$ cat src/rtl/id_ex_reg_if.sv
// ID/EX pipeline register bundle: ID-side decode fields in, EX-side registered fields out.
// The slave modport is the pipeline register; the master modport is the ID/EX stage logic around it.
// flush_i/hold_i steer the register; stall_o asks the front end to freeze PC and IF/ID.
interface id_ex_reg_if;
  // decode controls from ID
  logic        regwrite_i;
  logic        alusrc_i;
  logic        regdst_i;
  logic        memtoreg_i;
  logic        memwrite_i;
  logic        ma3d_i;
  logic        maluout_i;
  logic [2:0]  aluc_i;
  // operands and indices from ID
  logic [31:0] rd1_i;
  logic [31:0] rd2_i;
  logic [31:0] imm_i;
  logic [31:0] pc8_i;
  logic [4:0]  rs_i;
  logic [4:0]  rt_i;
  logic [4:0]  rd_i;
  // pipeline steering
  logic        flush_i;
  logic        hold_i;
  // registered EX-side view
  logic        regwrite_o;
  logic        alusrc_o;
  logic        memtoreg_o;
  logic        memwrite_o;
  logic        maluout_o;
  logic [2:0]  aluc_o;
  logic [31:0] rd1_o;
  logic [31:0] rd2_o;
  logic [31:0] imm_o;
  logic [31:0] pc8_o;
  logic [4:0]  rs_o;
  logic [4:0]  rt_o;
  logic [4:0]  wreg_o;
  logic        valid_o;
  logic        stall_o;
  logic [15:0] bubble_cnt_o;

  modport master (
    output regwrite_i, alusrc_i, regdst_i, memtoreg_i, memwrite_i, ma3d_i, maluout_i,
    output aluc_i, rd1_i, rd2_i, imm_i, pc8_i, rs_i, rt_i, rd_i, flush_i, hold_i,
    input  regwrite_o, alusrc_o, memtoreg_o, memwrite_o, maluout_o, aluc_o,
    input  rd1_o, rd2_o, imm_o, pc8_o, rs_o, rt_o, wreg_o, valid_o, stall_o, bubble_cnt_o
  );

  modport slave (
    input  regwrite_i, alusrc_i, regdst_i, memtoreg_i, memwrite_i, ma3d_i, maluout_i,
    input  aluc_i, rd1_i, rd2_i, imm_i, pc8_i, rs_i, rt_i, rd_i, flush_i, hold_i,
    output regwrite_o, alusrc_o, memtoreg_o, memwrite_o, maluout_o, aluc_o,
    output rd1_o, rd2_o, imm_o, pc8_o, rs_o, rt_o, wreg_o, valid_o, stall_o, bubble_cnt_o
  );
endinterface

$ cat src/rtl/id_ex_reg.sv
// ID/EX pipeline register with bubble insertion, saturating bubble counter, optional load-use stall (HAZARD_DETECT_EN).
// Latency: one clk from ID inputs to EX outputs; stall_o is combinational from EX state and ID indices.
// Backpressure: hold_i freezes the slot; flush_i or a load-use stall loads a bubble (flush wins over hold).
module id_ex_reg (
  input  logic         clk,
  input  logic         rst_n,
  id_ex_reg_if.slave   bus
);

  typedef struct packed {
    logic        regwrite;
    logic        alusrc;
    logic        memtoreg;
    logic        memwrite;
    logic        maluout;
    logic [2:0]  aluc;
    logic [31:0] rd1;
    logic [31:0] rd2;
    logic [31:0] imm;
    logic [31:0] pc8;
    logic [4:0]  rs;
    logic [4:0]  rt;
    logic [4:0]  wreg;
    logic        valid;
  } ex_slot_t;

  ex_slot_t    slot_q;
  ex_slot_t    slot_d;
  ex_slot_t    capture;
  logic        load_bubble;
  logic        stall;
  logic [15:0] bubble_cnt_q;

  // Build the slot a normal load would capture; destination chosen here so EX sees a resolved index.
  always_comb begin
    capture          = '0;
    capture.regwrite = bus.regwrite_i;
    capture.alusrc   = bus.alusrc_i;
    capture.memtoreg = bus.memtoreg_i;
    capture.memwrite = bus.memwrite_i;
    capture.maluout  = bus.maluout_i;
    capture.aluc     = bus.aluc_i;
    capture.rd1      = bus.rd1_i;
    capture.rd2      = bus.rd2_i;
    capture.imm      = bus.imm_i;
    capture.pc8      = bus.pc8_i;
    capture.rs       = bus.rs_i;
    capture.rt       = bus.rt_i;
    if (bus.ma3d_i) begin
      capture.wreg = 5'd31;
    end else if (bus.regdst_i) begin
      capture.wreg = bus.rd_i;
    end else begin
      capture.wreg = bus.rt_i;
    end
    capture.valid    = 1'b1;
  end

`ifdef HAZARD_DETECT_EN
  // Load in EX whose destination feeds the instruction in ID: freeze the front end for one bubble.
  always_comb begin
    stall = 1'b0;
    if (!bus.flush_i && !bus.hold_i && slot_q.valid && slot_q.memtoreg &&
        slot_q.regwrite && (slot_q.wreg != 5'd0) &&
        ((slot_q.wreg == bus.rs_i) || (slot_q.wreg == bus.rt_i))) begin
      stall = 1'b1;
    end
  end
`else
  // Without hazard detection the only bubble source is flush_i.
  assign stall = 1'b0;
`endif

  // Per-edge priority: flush, then hold, then load-use bubble, then normal capture.
  always_comb begin
    slot_d      = slot_q;
    load_bubble = 1'b0;
    if (bus.flush_i) begin
      slot_d      = '0;
      load_bubble = 1'b1;
    end else if (bus.hold_i) begin
      slot_d      = slot_q;
    end else if (stall) begin
      slot_d      = '0;
      load_bubble = 1'b1;
    end else begin
      slot_d      = capture;
    end
  end

  // EX slot register; reset discards any held or stalled contents.
  always_ff @(posedge clk or negedge rst_n) begin
    if (!rst_n) begin
      slot_q <= '0;
    end else begin
      slot_q <= slot_d;
    end
  end

  // Count every inserted bubble, sticking at all-ones rather than wrapping.
  always_ff @(posedge clk or negedge rst_n) begin
    if (!rst_n) begin
      bubble_cnt_q <= '0;
    end else if (load_bubble && (bubble_cnt_q != 16'hFFFF)) begin
      bubble_cnt_q <= bubble_cnt_q + 16'd1;
    end
  end

  assign bus.regwrite_o   = slot_q.regwrite;
  assign bus.alusrc_o     = slot_q.alusrc;
  assign bus.memtoreg_o   = slot_q.memtoreg;
  assign bus.memwrite_o   = slot_q.memwrite;
  assign bus.maluout_o    = slot_q.maluout;
  assign bus.aluc_o       = slot_q.aluc;
  assign bus.rd1_o        = slot_q.rd1;
  assign bus.rd2_o        = slot_q.rd2;
  assign bus.imm_o        = slot_q.imm;
  assign bus.pc8_o        = slot_q.pc8;
  assign bus.rs_o         = slot_q.rs;
  assign bus.rt_o         = slot_q.rt;
  assign bus.wreg_o       = slot_q.wreg;
  assign bus.valid_o      = slot_q.valid;
  assign bus.stall_o      = stall;
  assign bus.bubble_cnt_o = bubble_cnt_q;

endmodule

$ cat src/flat_wrapper.sv
// flat-port wrapper written by rule: the top's interface ports become plain ports
module id_ex_reg_flat 
  (clk, rst_n, bus_regwrite_i, bus_alusrc_i, bus_regdst_i, bus_memtoreg_i, bus_memwrite_i, bus_ma3d_i, bus_maluout_i, bus_aluc_i, bus_rd1_i, bus_rd2_i, bus_imm_i, bus_pc8_i, bus_rs_i, bus_rt_i, bus_rd_i, bus_flush_i, bus_hold_i, bus_regwrite_o, bus_alusrc_o, bus_memtoreg_o, bus_memwrite_o, bus_maluout_o, bus_aluc_o, bus_rd1_o, bus_rd2_o, bus_imm_o, bus_pc8_o, bus_rs_o, bus_rt_o, bus_wreg_o, bus_valid_o, bus_stall_o, bus_bubble_cnt_o);
  id_ex_reg_if bus_i ();
  input  logic clk;
  input  logic rst_n;
  input wire logic [$bits(bus_i.regwrite_i)-1:0] bus_regwrite_i;
  input wire logic [$bits(bus_i.alusrc_i)-1:0] bus_alusrc_i;
  input wire logic [$bits(bus_i.regdst_i)-1:0] bus_regdst_i;
  input wire logic [$bits(bus_i.memtoreg_i)-1:0] bus_memtoreg_i;
  input wire logic [$bits(bus_i.memwrite_i)-1:0] bus_memwrite_i;
  input wire logic [$bits(bus_i.ma3d_i)-1:0] bus_ma3d_i;
  input wire logic [$bits(bus_i.maluout_i)-1:0] bus_maluout_i;
  input wire logic [$bits(bus_i.aluc_i)-1:0] bus_aluc_i;
  input wire logic [$bits(bus_i.rd1_i)-1:0] bus_rd1_i;
  input wire logic [$bits(bus_i.rd2_i)-1:0] bus_rd2_i;
  input wire logic [$bits(bus_i.imm_i)-1:0] bus_imm_i;
  input wire logic [$bits(bus_i.pc8_i)-1:0] bus_pc8_i;
  input wire logic [$bits(bus_i.rs_i)-1:0] bus_rs_i;
  input wire logic [$bits(bus_i.rt_i)-1:0] bus_rt_i;
  input wire logic [$bits(bus_i.rd_i)-1:0] bus_rd_i;
  input wire logic [$bits(bus_i.flush_i)-1:0] bus_flush_i;
  input wire logic [$bits(bus_i.hold_i)-1:0] bus_hold_i;
  output wire logic [$bits(bus_i.regwrite_o)-1:0] bus_regwrite_o;
  output wire logic [$bits(bus_i.alusrc_o)-1:0] bus_alusrc_o;
  output wire logic [$bits(bus_i.memtoreg_o)-1:0] bus_memtoreg_o;
  output wire logic [$bits(bus_i.memwrite_o)-1:0] bus_memwrite_o;
  output wire logic [$bits(bus_i.maluout_o)-1:0] bus_maluout_o;
  output wire logic [$bits(bus_i.aluc_o)-1:0] bus_aluc_o;
  output wire logic [$bits(bus_i.rd1_o)-1:0] bus_rd1_o;
  output wire logic [$bits(bus_i.rd2_o)-1:0] bus_rd2_o;
  output wire logic [$bits(bus_i.imm_o)-1:0] bus_imm_o;
  output wire logic [$bits(bus_i.pc8_o)-1:0] bus_pc8_o;
  output wire logic [$bits(bus_i.rs_o)-1:0] bus_rs_o;
  output wire logic [$bits(bus_i.rt_o)-1:0] bus_rt_o;
  output wire logic [$bits(bus_i.wreg_o)-1:0] bus_wreg_o;
  output wire logic [$bits(bus_i.valid_o)-1:0] bus_valid_o;
  output wire logic [$bits(bus_i.stall_o)-1:0] bus_stall_o;
  output wire logic [$bits(bus_i.bubble_cnt_o)-1:0] bus_bubble_cnt_o;
  assign bus_i.regwrite_i = bus_regwrite_i;
  assign bus_i.alusrc_i = bus_alusrc_i;
  assign bus_i.regdst_i = bus_regdst_i;
  assign bus_i.memtoreg_i = bus_memtoreg_i;
  assign bus_i.memwrite_i = bus_memwrite_i;
  assign bus_i.ma3d_i = bus_ma3d_i;
  assign bus_i.maluout_i = bus_maluout_i;
  assign bus_i.aluc_i = bus_aluc_i;
  assign bus_i.rd1_i = bus_rd1_i;
  assign bus_i.rd2_i = bus_rd2_i;
  assign bus_i.imm_i = bus_imm_i;
  assign bus_i.pc8_i = bus_pc8_i;
  assign bus_i.rs_i = bus_rs_i;
  assign bus_i.rt_i = bus_rt_i;
  assign bus_i.rd_i = bus_rd_i;
  assign bus_i.flush_i = bus_flush_i;
  assign bus_i.hold_i = bus_hold_i;
  assign bus_regwrite_o = bus_i.regwrite_o;
  assign bus_alusrc_o = bus_i.alusrc_o;
  assign bus_memtoreg_o = bus_i.memtoreg_o;
  assign bus_memwrite_o = bus_i.memwrite_o;
  assign bus_maluout_o = bus_i.maluout_o;
  assign bus_aluc_o = bus_i.aluc_o;
  assign bus_rd1_o = bus_i.rd1_o;
  assign bus_rd2_o = bus_i.rd2_o;
  assign bus_imm_o = bus_i.imm_o;
  assign bus_pc8_o = bus_i.pc8_o;
  assign bus_rs_o = bus_i.rs_o;
  assign bus_rt_o = bus_i.rt_o;
  assign bus_wreg_o = bus_i.wreg_o;
  assign bus_valid_o = bus_i.valid_o;
  assign bus_stall_o = bus_i.stall_o;
  assign bus_bubble_cnt_o = bus_i.bubble_cnt_o;
  id_ex_reg u_core (.clk(clk), .rst_n(rst_n), .bus(bus_i));
endmodule
$ cat config.mk
export PLATFORM = sky130hd
export DESIGN_NAME = id_ex_reg_flat
export DESIGN_NICKNAME = d
export VERILOG_FILES = /design/src/rtl/id_ex_reg_if.sv /design/src/rtl/id_ex_reg.sv /design/src/flat_wrapper.sv
export SDC_FILE = /design/constraint.sdc
export NUM_CORES = 1
export LEC_CHECK = 0
export ABC_AREA = 0
export BUFFER_PORTS_ARGS = -buffer_cell sky130_fd_sc_hd__buf_2
export CORE_AREA = 4 4 126 128
export DETAILED_ROUTE_END_ITERATION = 10
export DIE_AREA = 0 0 130 132
export HOLD_SLACK_MARGIN = 0.08
export PLACE_DENSITY = 0.8
export REMOVE_ABC_BUFFERS = 1
export SLEW_MARGIN = 20
export SYNTH_ARGS = -nofsm -noshare
export SYNTH_HDL_FRONTEND = slang
export SYNTH_SLANG_ARGS = --single-unit
$ cat constraint.sdc
create_clock -name clk -period 2.1 [get_ports clk]
set_input_delay 0.21 -clock clk [delete_from_list [all_inputs] [get_ports clk]]
set_output_delay 0.21 -clock clk [all_outputs]
set_load 0.01 [all_outputs]
==> results.cfg, run 1 <==
[power]
power.switching_uw = 2225
peakVddDrop_mv = 0.6405
comb_power_share = 0.169
cellPowerDensity_nw_per_um2 = 799.7
intPower_uw = 6489
p_leak_uw = 0.006052
total_power_uw = 8714
seq_power_share = 0.422
clkPwrFrac = 0.409
swShare = 0.2553

[clocking]
clk_pin_slew_ns = 0.07
cts.htree.levels = 4
clock_path_buffers = 2
cts_setup_buffers = 0
root_buffer = clkbuf_16
insertion_delay_ns = 0.42
cts.sinks = 168
cts_buffers = 17
tritoncts = done

[worst_setup_path]
start_kind = register
max_stage_delay_ns = 0.68
worst-endpoint-arrival_ns = 2.14
critPathKind = register to register
r2r_slack_ns = 0.26
slowest_stage = o41ai_4
end_kind = register
worstPathMaxFanout = 9
rr_endpoint = u_core.bus.bubble_cnt_o[1]
worstPathCellList = nand4_1 > o41ai_4 > mux2_4
worstRegToRegCells = 3
worstPathRequired_ns = 2.40
r2r_start = u_core.bus.bubble_cnt_o[12]

[floorplanning]
dieHeight_um = 132
io_pins = 326
fp.coreArea_um2 = 14860
dieArea_um2 = 17160
die_x_um = 130
initial_core_util = 0.4628
rows = 45

[run]
drv_cap = 0

[hold_path]
hold_depth = 3
hold_path_end = u_core.bus.alusrc_o
hold_start = bus_alusrc_i
hp-class = input pin to register

[global_route]
grt_pass1_wl_mm = 34.90
antenna_found_initial = 1
grt_pass1_vias = 6634
grt_overflow = 0
grt_max_degree = 92
track_usage = 0.2580

[final_layout]
drive_gt1_frac = 0.3582
area_growth_pct = 58.40
final_nets = 1189
fin_area_um2 = 10900

[synth]
yosys_warnings = 0
synth_largest_area_cell = dfrtp_1
yosysSeqAreaShare = 0.6111
synth_area_um2 = 6879
synth_cell_types = 27
synthArstFlopShare = 1.000
synthCells = 567
synthTopCellsByArea = dfrtp_1 61%, mux2i_1 22%, nor2_1 8.3%
ys_ff_latch = 168
avgSynthCellArea_um2 = 12.13
synth-edff-count = 0
synthFlopType = dfrtp_1
synth_top_area_frac = 0.6111

[timing]
tightestPinTransition_ns = 0.6485
rsz0062_at_grt = no
setup_viol_count_final = 0
tns_ns = 0
skew_ns = 0.007599
final_hold_viol_count = 0
drv_slew = 0
holdWs_ns = 0.09495
finalCriticalPeriod_ns = 1.839
timing.fmax_mhz = 543.6
post-route-period-util = 0.8759
slew-limit-headroom = 0.5637
setup_ws_ns = 0.2605

[place]
dpl_cell_area_um2 = 8767
io_buffers = 324
dpl.hpwl_mm = 13.07
place_worst_setup_slack_ns = 0.2971
gp_congestion = 0.8190

[drt]
drc = 0
met1_length_mm = 8.220
wl_met2_mm = 11.68
drt_first_pass_iters = 4
wl_met3_mm = 1.642
vias_per_cell = 5.011
wl_mm = 22.32
top_layer = met4
vias = 6184
wl_per_cell_um = 18.09
ant_nets = 0
drt_iter0_markers = 295

[run_status]
outcome = finished clean
## flip-flops by register name (all words and copies together) (netlist names), 3 cells and up
register                 cells
u_core.bus.wreg_o            5
u_core.bus.imm_o            32
u_core.bus.pc8_o            32
u_core.bus.rs_o              5
u_core.bus.rt_o              5
u_core.bus.aluc_o            3
u_core.bus.bubble_cnt_o     16
u_core.bus.rd2_o            32
u_core.bus.rd1_o            32
## metrics by stage
step,utilization,std cells
floorplan,-,531
global placement,0.5898,1056
detailed placement,0.5898,1056
CTS,0.7327,1232
global route,0.7329,1233
finish,0.7331,1234
## Yosys cell counts, types with 3 or more instances
| cell type | instances |
|---|---|
| nor4_1 | 3 |
| xor2_1 | 5 |
| inv_1 | 7 |
| clkbuf_1 | 17 |
| mux2i_1 | 151 |
| buf_2 | 16 |
| nand4_1 | 5 |
| nand3_1 | 6 |
| nor3_1 | 3 |
| nand2_1 | 5 |
| a221oi_1 | 5 |
| xnor2_1 | 9 |
| nor2_1 | 152 |
| dfrtp_1 | 168 |
## how the worst max path moves through the flow
stage	start	slack, ns	cells past startpoint	to
floorplan	u_core.bus.bubble_cnt_o[0]	0.42	4	u_core.bus.bubble_cnt_o[1]
global placement	u_core.bus.bubble_cnt_o[12]	0.35	3	u_core.bus.bubble_cnt_o[1]
detailed placement	u_core.bus.bubble_cnt_o[12]	0.30	3	u_core.bus.bubble_cnt_o[1]
CTS	u_core.bus.bubble_cnt_o[12]	0.28	3	u_core.bus.bubble_cnt_o[1]
global route	u_core.bus.bubble_cnt_o[12]	0.18	3	u_core.bus.bubble_cnt_o[1]
finish	u_core.bus.bubble_cnt_o[12]	0.26	3	u_core.bus.bubble_cnt_o[1]
## area by class of cell
cell class | count | area [um2]
inverters | 7 | 26.28
diodes | 2 | 5.005
flip-flops and latches | 168 | 4204
well taps | 188 | 235.2
multi-input cells | 356 | 2490
fillers | 942 | 3968
repair buffers | 481 | 3253
clock buffers | 23 | 498.0
clock inverters | 9 | 185.2
## layer usage
layer | vias up | GRT usage
li1 | 2835 | -
met1 | 3011 | 0.2939
met2 | 276 | 0.4582
met3 | 62 | 0.05997
met4 | 0 | 0.1103
met5 | - | 0
## worst max-delay path: cells and delay by family, from the launching register on
family           cells  cell delay, ns
AO/OA/AOI/OAI        1            0.68
flip-flops           1            0.44
multiplexers         1            0.36
AND/OR/NAND/NOR      1            0.24
## cells by family (layout without fill, tap and decap cells)
group / count (synthesis) / count (layout) / share of synthesized area
adders and majority gates: 1 / 1 / 0.001819
muxes: 152 / 152 / 0.2219
xor gates and xnor gates: 14 / 14 / 0.01783
other: 1 / 3 / 0.0005451
AOI/OAI and AO/OA: 8 / 8 / 0.01182
buffers and inverters: 43 / 520 / 0.02692
DFF: 168 / 168 / 0.6111
and+or+nand+nor: 180 / 180 / 0.1080
## power groups by stage
stage / clock network (uW) / registers [uW] / logic [uW]
CTS: 3600 / 3660 / 1450
floorplan: 0 / 3820 / 402
global placement: 0 / 3700 / 1210
detailed placement: 0 / 3720 / 1230
finish: 3570 / 3680 / 1470
global route: 3750 / 3700 / 1600
## placed cells by master (no fill, tap or decap), types with 2 or more instances in the layout
master,n
a221oi_1,5
nor4_1,3
inv_1,7
bufinv_16,5
nor2_1,152
clkinv_4,3
a21oi_1,2
buf_12,6
buf_4,8
diode_2,2
nand2_1,5
clkbuf_16,17
nand4_1,5
nand3_1,6
xnor2_1,9
buf_2,321
clkbuf_8,6
nor3_1,3
mux2i_1,151
dlygate4sd3_1,144
xor2_1,5
dfrtp_1,168
## what timing repair did
action / 4_1_cts / 5_1_grt
hold endpoints to repair: 195 / 0
hold buffers: 144 / 0
resized for setup: 0 / 0
No activity file was read; power rests on OpenSTA's default activity.
==> inputs of run 2 (changes only) <==
--- a/config.mk
+++ b/config.mk
@@ -5,13 +5,13 @@
 export SDC_FILE = /design/constraint.sdc
 export NUM_CORES = 1
 export LEC_CHECK = 0
-export ABC_AREA = 0
+export ABC_AREA = 1
 export BUFFER_PORTS_ARGS = -buffer_cell sky130_fd_sc_hd__buf_2
-export CORE_AREA = 4 4 126 128
+export CORE_AREA = 4 4 130 132
 export DETAILED_ROUTE_END_ITERATION = 10
-export DIE_AREA = 0 0 130 132
+export DIE_AREA = 0 0 134 136
 export HOLD_SLACK_MARGIN = 0.08
-export PLACE_DENSITY = 0.8
+export PLACE_DENSITY = 0.78
 export REMOVE_ABC_BUFFERS = 1
 export SLEW_MARGIN = 20
 export SYNTH_ARGS = -nofsm -noshare
==> results.cfg, run 2 <==
[clocking]
clk_pin_slew_ns = 0.07
cts.sinks = 168
cts.htree.levels = 4
tritoncts = done
root_buffer = clkbuf_16
clock_path_buffers = 2
insertion_delay_ns = 0.42
cts_buffers = 17

[final_layout]
layoutNonFillerInstCount = 1483
final_nets = 1411
mostFrequentLayoutCells = 322 x buf_2, 300 x nand3_1, 198 x nand2_1
area_growth_pct = 54.02
layout_commonest_cell = buf_2
drive_gt1_frac = 0.3004
fin_util = 0.7093

[global_route]
track_usage = 0.2822
grt_max_degree = 104
grt_pass1_wl_mm = 41.04
grt_util_met3 = 0.07846
use_met1 = 0.3285
grt_overflow = 0
grt_pass1_vias = 8127
antenna_found_initial = 0
busiest_layer = met2
grtUsageMet2 = 0.4761

[timing]
slew-limit-headroom = 0.5593
drv_slew = 0
holdWs_ns = 0.1025
tightestPinTransition_ns = 0.6611
final_hold_viol_count = 0
skew_ns = 0.002761
post-route-period-util = 0.7558
finalCriticalPeriod_ns = 1.587
rsz0062_at_grt = no
timing.fmax_mhz = 630.1
setup_viol_count_final = 0

[place]
gp_congestion = 0.8336
placed_cells = 1302
io_buffers = 324
dpl.hpwl_mm = 14.57

[synth]
synthFlopType = dfrtp_1
yosysSeqAreaShare = 0.5810
synthArstFlopShare = 1.000
synth_cell_types = 27
synth-edff-count = 0
avgSynthCellArea_um2 = 8.856
synthTopCellsByArea = dfrtp_1 58%, nand3_1 21%, nand2_1 10%
synth_largest_area_cell = dfrtp_1
yosys_warnings = 0
yosys-top-cells-count = 300 x nand3_1, 198 x nand2_1, 168 x dfrtp_1
synth_top_area_frac = 0.5810
synth.most_common_cell = nand3_1
synthCells = 817
ys_ff_latch = 168
synth_area_um2 = 7236

[run_status]
outcome = finished clean

[drt]
vias_per_cell = 5.403
drt_iter0_markers = 601
ant_nets = 0
drc = 0
wl_mm = 25.95
drt_first_pass_iters = 5
wl_per_cell_um = 17.50
vias = 8012

[worst_setup_path]
critPathLaunch = u_core.bus.bubble_cnt_o[0]
worst-endpoint-arrival_ns = 1.90
r2r_start = u_core.bus.bubble_cnt_o[0]
worstPathRequired_ns = 2.41
worstPathMaxFanout = 10
critPathKind = register to register
end_kind = register
start_kind = register

[floorplanning]
dieHeight_um = 136
dieArea_um2 = 18220
initial_core_util = 0.4605
io_pins = 326
rows = 46
die_x_um = 134
fp.coreArea_um2 = 15710

[power]
peakVddDrop_mv = 0.5283
cellPowerDensity_nw_per_um2 = 766.5
p_leak_uw = 0.006131

[hold_path]
hp-class = input pin to register
hold_start = bus_rd_i[2]

[run]
drv_cap = 0
==> run 2: cell families after synthesis <==
family,count (synthesis),synth area share
AND/OR/NAND/NOR,535,0.3398
flip-flops,168,0.5810
buffers and inverters,88,0.05551
AO/OA/AOI/OAI,18,0.01418
XOR/XNOR,6,0.007264
adder cells (fa/ha/maj),1,0.001729
other,1,0.0005183
==> run 2: final cells by class <==
type | count | area (um2)
clock inverters | 12 | 187.7
repair buffers | 483 | 3294
flip-flops and latches | 168 | 4204
inverters | 22 | 95.09
multi-input cells | 561 | 2635
fillers | 1065 | 4568
well taps | 216 | 270.3
clock buffers | 19 | 452.9
diodes | 2 | 5.005
==> run 2: path summary, 6_finish.rpt <==
| path | to | slack (ns) | cells past startpoint |
|---|---|---|---|
| max reg2reg | u_core.bus.bubble_cnt_o[7] | 0.51 | 10 |
| min reg2reg | u_core.bus.rd1_o[18] | 0.50 | 2 |
| min | u_core.bus.wreg_o[2] | 0.10 | 3 |
| min in group asynchronous | u_core.bus.wreg_o[2] | 0.39 | 2 |
| max in group asynchronous | u_core.bus.rd2_o[19] | 1.05 | 3 |
| max | u_core.bus.bubble_cnt_o[7] | 0.51 | 10 |
==> run 2: what timing repair did <==
| action | 4_1_cts | 5_1_grt |
|---|---|---|
| resized for setup | 0 | 0 |
| setup endpoints to repair | 0 | 0 |
| hold buffers | 148 | 0 |
| endpoints found under the hold margin | 200 | 0 |
| setup buffers | 0 | 0 |
==> run 2: routing by layer <==
| layer | part of all wire | routed length [um] |
|---|---|---|
| met2 | 0.50 | 12850 |
| met4 | 0.047 | 1230 |
| met3 | 0.093 | 2406 |
| met1 | 0.36 | 9466 |
| met5 | 0 | 0 |
==> run 2: through the flow <==
step	total power, uW	instance area [um2]	worst slack [ns]	setup TNS (ns)
after floorplan	4221	6922	-3.261	-446.28
after global placement	4904	9017	0.6029	0
after detailed placement	4928	9017	0.5450	0
after CTS	8546	11140	0.5214	0
after global routing	8878	11140	0.3287	0
final	8542	11140	0.5129	0
==> run 2: report_power, final <==
part / total, uW / internal, uW / switching (uW)
combinational: 1470 / 653 / 818
clock: 3390 / 2070 / 1320
sequential: 3680 / 3490 / 188
==> run 2: worst max-delay path: stages (launching register included) <==
cell and delay, ns:
dfrtp_1 0.43, ha_1 0.21, inv_1 0.07, nor2_2 0.19
nand2_2 0.11, inv_2 0.08, nand2_4 0.08, nand2_4 0.14
inv_6 0.06, nand2_1 0.07, nand2_1 0.05
==> inputs of run 3 (changes only) <==
--- a/config.mk
+++ b/config.mk
@@ -7,11 +7,11 @@
 export LEC_CHECK = 0
 export ABC_AREA = 1
 export BUFFER_PORTS_ARGS = -buffer_cell sky130_fd_sc_hd__buf_2
-export CORE_AREA = 4 4 130 132
+export CORE_AREA = 4 4 135 137
 export DETAILED_ROUTE_END_ITERATION = 10
-export DIE_AREA = 0 0 134 136
+export DIE_AREA = 0 0 139 141
 export HOLD_SLACK_MARGIN = 0.08
-export PLACE_DENSITY = 0.78
+export PLACE_DENSITY = 0.76
 export REMOVE_ABC_BUFFERS = 1
 export SLEW_MARGIN = 20
 export SYNTH_ARGS = -nofsm -noshare
==> constraint.sdc (replaced) <==
create_clock -name clk -period 1.3 [get_ports clk]
set_input_delay 0.13 -clock clk [delete_from_list [all_inputs] [get_ports clk]]
set_output_delay 0.13 -clock clk [all_outputs]
set_load 0.01 [all_outputs]
==> results.cfg, run 3 (synthesis results as in run 2) <==
[worst_setup_path]
worstPathCellList = ha_2 > inv_2 > nor2_4 > nand2_2 > inv_2 > nand2_8 > buf_4 > nand3b_1 > nand2_1
end_kind = register
critPathKind = register to register
worstPathRequired_ns = 1.61
start_kind = register
worstPathMaxFanout = 6
slowest_stage = dfrtp_1
max_stage_delay_ns = 0.36
path_common_cell = inv_2
worst-endpoint-arrival_ns = 1.69

[final_layout]
final_nets = 1450
mostFrequentLayoutCells = 322 x buf_2, 299 x nand3_1, 193 x nand2_1
ff_latch_area_um2 = 4204
fillers = 1242
multi_input_area_um2 = 2720
fin_area_um2 = 11500
layoutNonFillerInstCount = 1529
drive_gt1_frac = 0.3254
area_growth_pct = 58.97
layout_commonest_cell = buf_2

[timing]
finalCriticalPeriod_ns = 1.380
rsz0062_at_grt = yes
post-route-period-util = 1.062
setup_ws_ns = -0.08002
holdWs_ns = 0.1314
skew_ns = 0.006486
final_hold_viol_count = 0
timing.fmax_mhz = 724.6
setup_viol_count_final = 11
drv_slew = 0

[hold_path]
hp-class = input pin to register

[run_status]
outcome = complete, but fails checks
violations = setup timing

[global_route]
grt_overflow = 0
antenna_found_initial = 0
grt_pass1_vias = 8063
grt_pass1_wl_mm = 41.47
track_usage = 0.2588
grt_max_degree = 82

[drt]
drt_iter0_markers = 536
wl_per_cell_um = 16.94
ant_nets = 0
vias = 8070
vias_per_cell = 5.278
drt_first_pass_iters = 5
drc = 0
wl_mm = 25.89

[clocking]
clock_path_buffers = 2
insertion_delay_ns = 0.41
tritoncts = done
cts.htree.levels = 4
root_buffer = clkbuf_16
cts.sinks = 168
cts_buffers = 17
clk_pin_slew_ns = 0.07

[place]
io_buffers = 324
dpl_cell_area_um2 = 9284
gp_congestion = 0.8633
dpl.hpwl_mm = 15.24
placed_cells = 1340
place_worst_setup_slack_ns = -0.08020

[floorplanning]
io_pins = 326
dieArea_um2 = 19600
die_x_um = 139
fp.coreArea_um2 = 17060
rows = 48
initial_core_util = 0.4242
dieHeight_um = 141

[power]
p_leak_uw = 0.006291
cellPowerDensity_nw_per_um2 = 1152
peakVddDrop_mv = 0.8044

[run]
drv_cap = 0
-- run 3: cell count changes in the layout (fill, tap and decap cells not counted), sizes merged, moves of 2 or more --
cell	previous run	this run
clkbuf	19	17
dlygate4sd3	148	153
buf	335	368
bufinv	4	1
clkinvlp	2	5
-- run 3: final timing paths --
| kind | cells after the start | end | slack, ns | startpoint |
|---|---|---|---|---|
| setup / recovery | 9 | u_core.bus.bubble_cnt_o[5] | -0.08 | u_core.bus.bubble_cnt_o[0] |
| setup reg to reg | 9 | u_core.bus.bubble_cnt_o[5] | -0.08 | u_core.bus.bubble_cnt_o[0] |
| min in group asynchronous | 2 | u_core.bus.rd1_o[8] | 0.22 | rst_n |
| hold reg to reg | 2 | u_core.bus.rd1_o[22] | 0.51 | u_core.bus.rd1_o[22] |
| max in group asynchronous | 3 | u_core.bus.rd2_o[4] | 0.54 | rst_n |
| hold / removal | 2 | u_core.bus.valid_o | 0.13 | bus_flush_i |
-- run 3: area by class of cell --
class,count,share of cell area
sequential,168,0.3655
timing repair buffer,521,0.3173
multi-input combinational,562,0.2365
clock buffer,17,0.03698
tap,225,0.02448
clock inverter,13,0.01055
inverter,22,0.008485
antenna,1,0.0002176
-- run 3: power by group --
group	leakage, uW	internal [uW]	switching [uW]
clock	0.000255	2640	2120
sequential	0.00218	5640	244
combinational	0.00386	1210	1400
-- run 3: repair_timing --
action                                  in CTS  in global routing
pin swaps                                    3                 10
hold endpoints to repair                   319                  0
endpoints found under the setup margin      12                 17
gates cloned                                 1                  0
hold buffers                               153                  0
resized for setup                            7                 16
buffers inserted                             1                  3
-- run 3: metal layers --
metal  vias to the layer above  global-route usage  share of wire  wire length, um
met4                         0              0.1282          0.041             1072
met5                         -                   0              0                0
met2                       482              0.4255           0.50            12820
met1                      3809              0.3110           0.37             9681
li1                       3695                   -              -                -
met3                        84             0.07870          0.089             2315
-- run 3: per-stage QoR --
stage	utilization	TNS [ns]	power (uW)
2_1_floorplan	-	-559.21	6819
3_3_place_gp	0.5443	-0.2945	8056
3_5_place_dp	0.5443	-0.6287	8094
4_1_cts	0.6688	-0.03626	13280
5_1_grt	0.6742	-2.031	13910
6_report	0.6744	-0.6780	13250
-- run 3: critical path, delay by kind of cell, from the launching register on --
| family | cells | cell delay [ns] |
|---|---|---|
| simple gates | 5 | 0.41 |
| fa+ha+maj | 1 | 0.19 |
| flops | 1 | 0.36 |
| buf+inv | 3 | 0.31 |
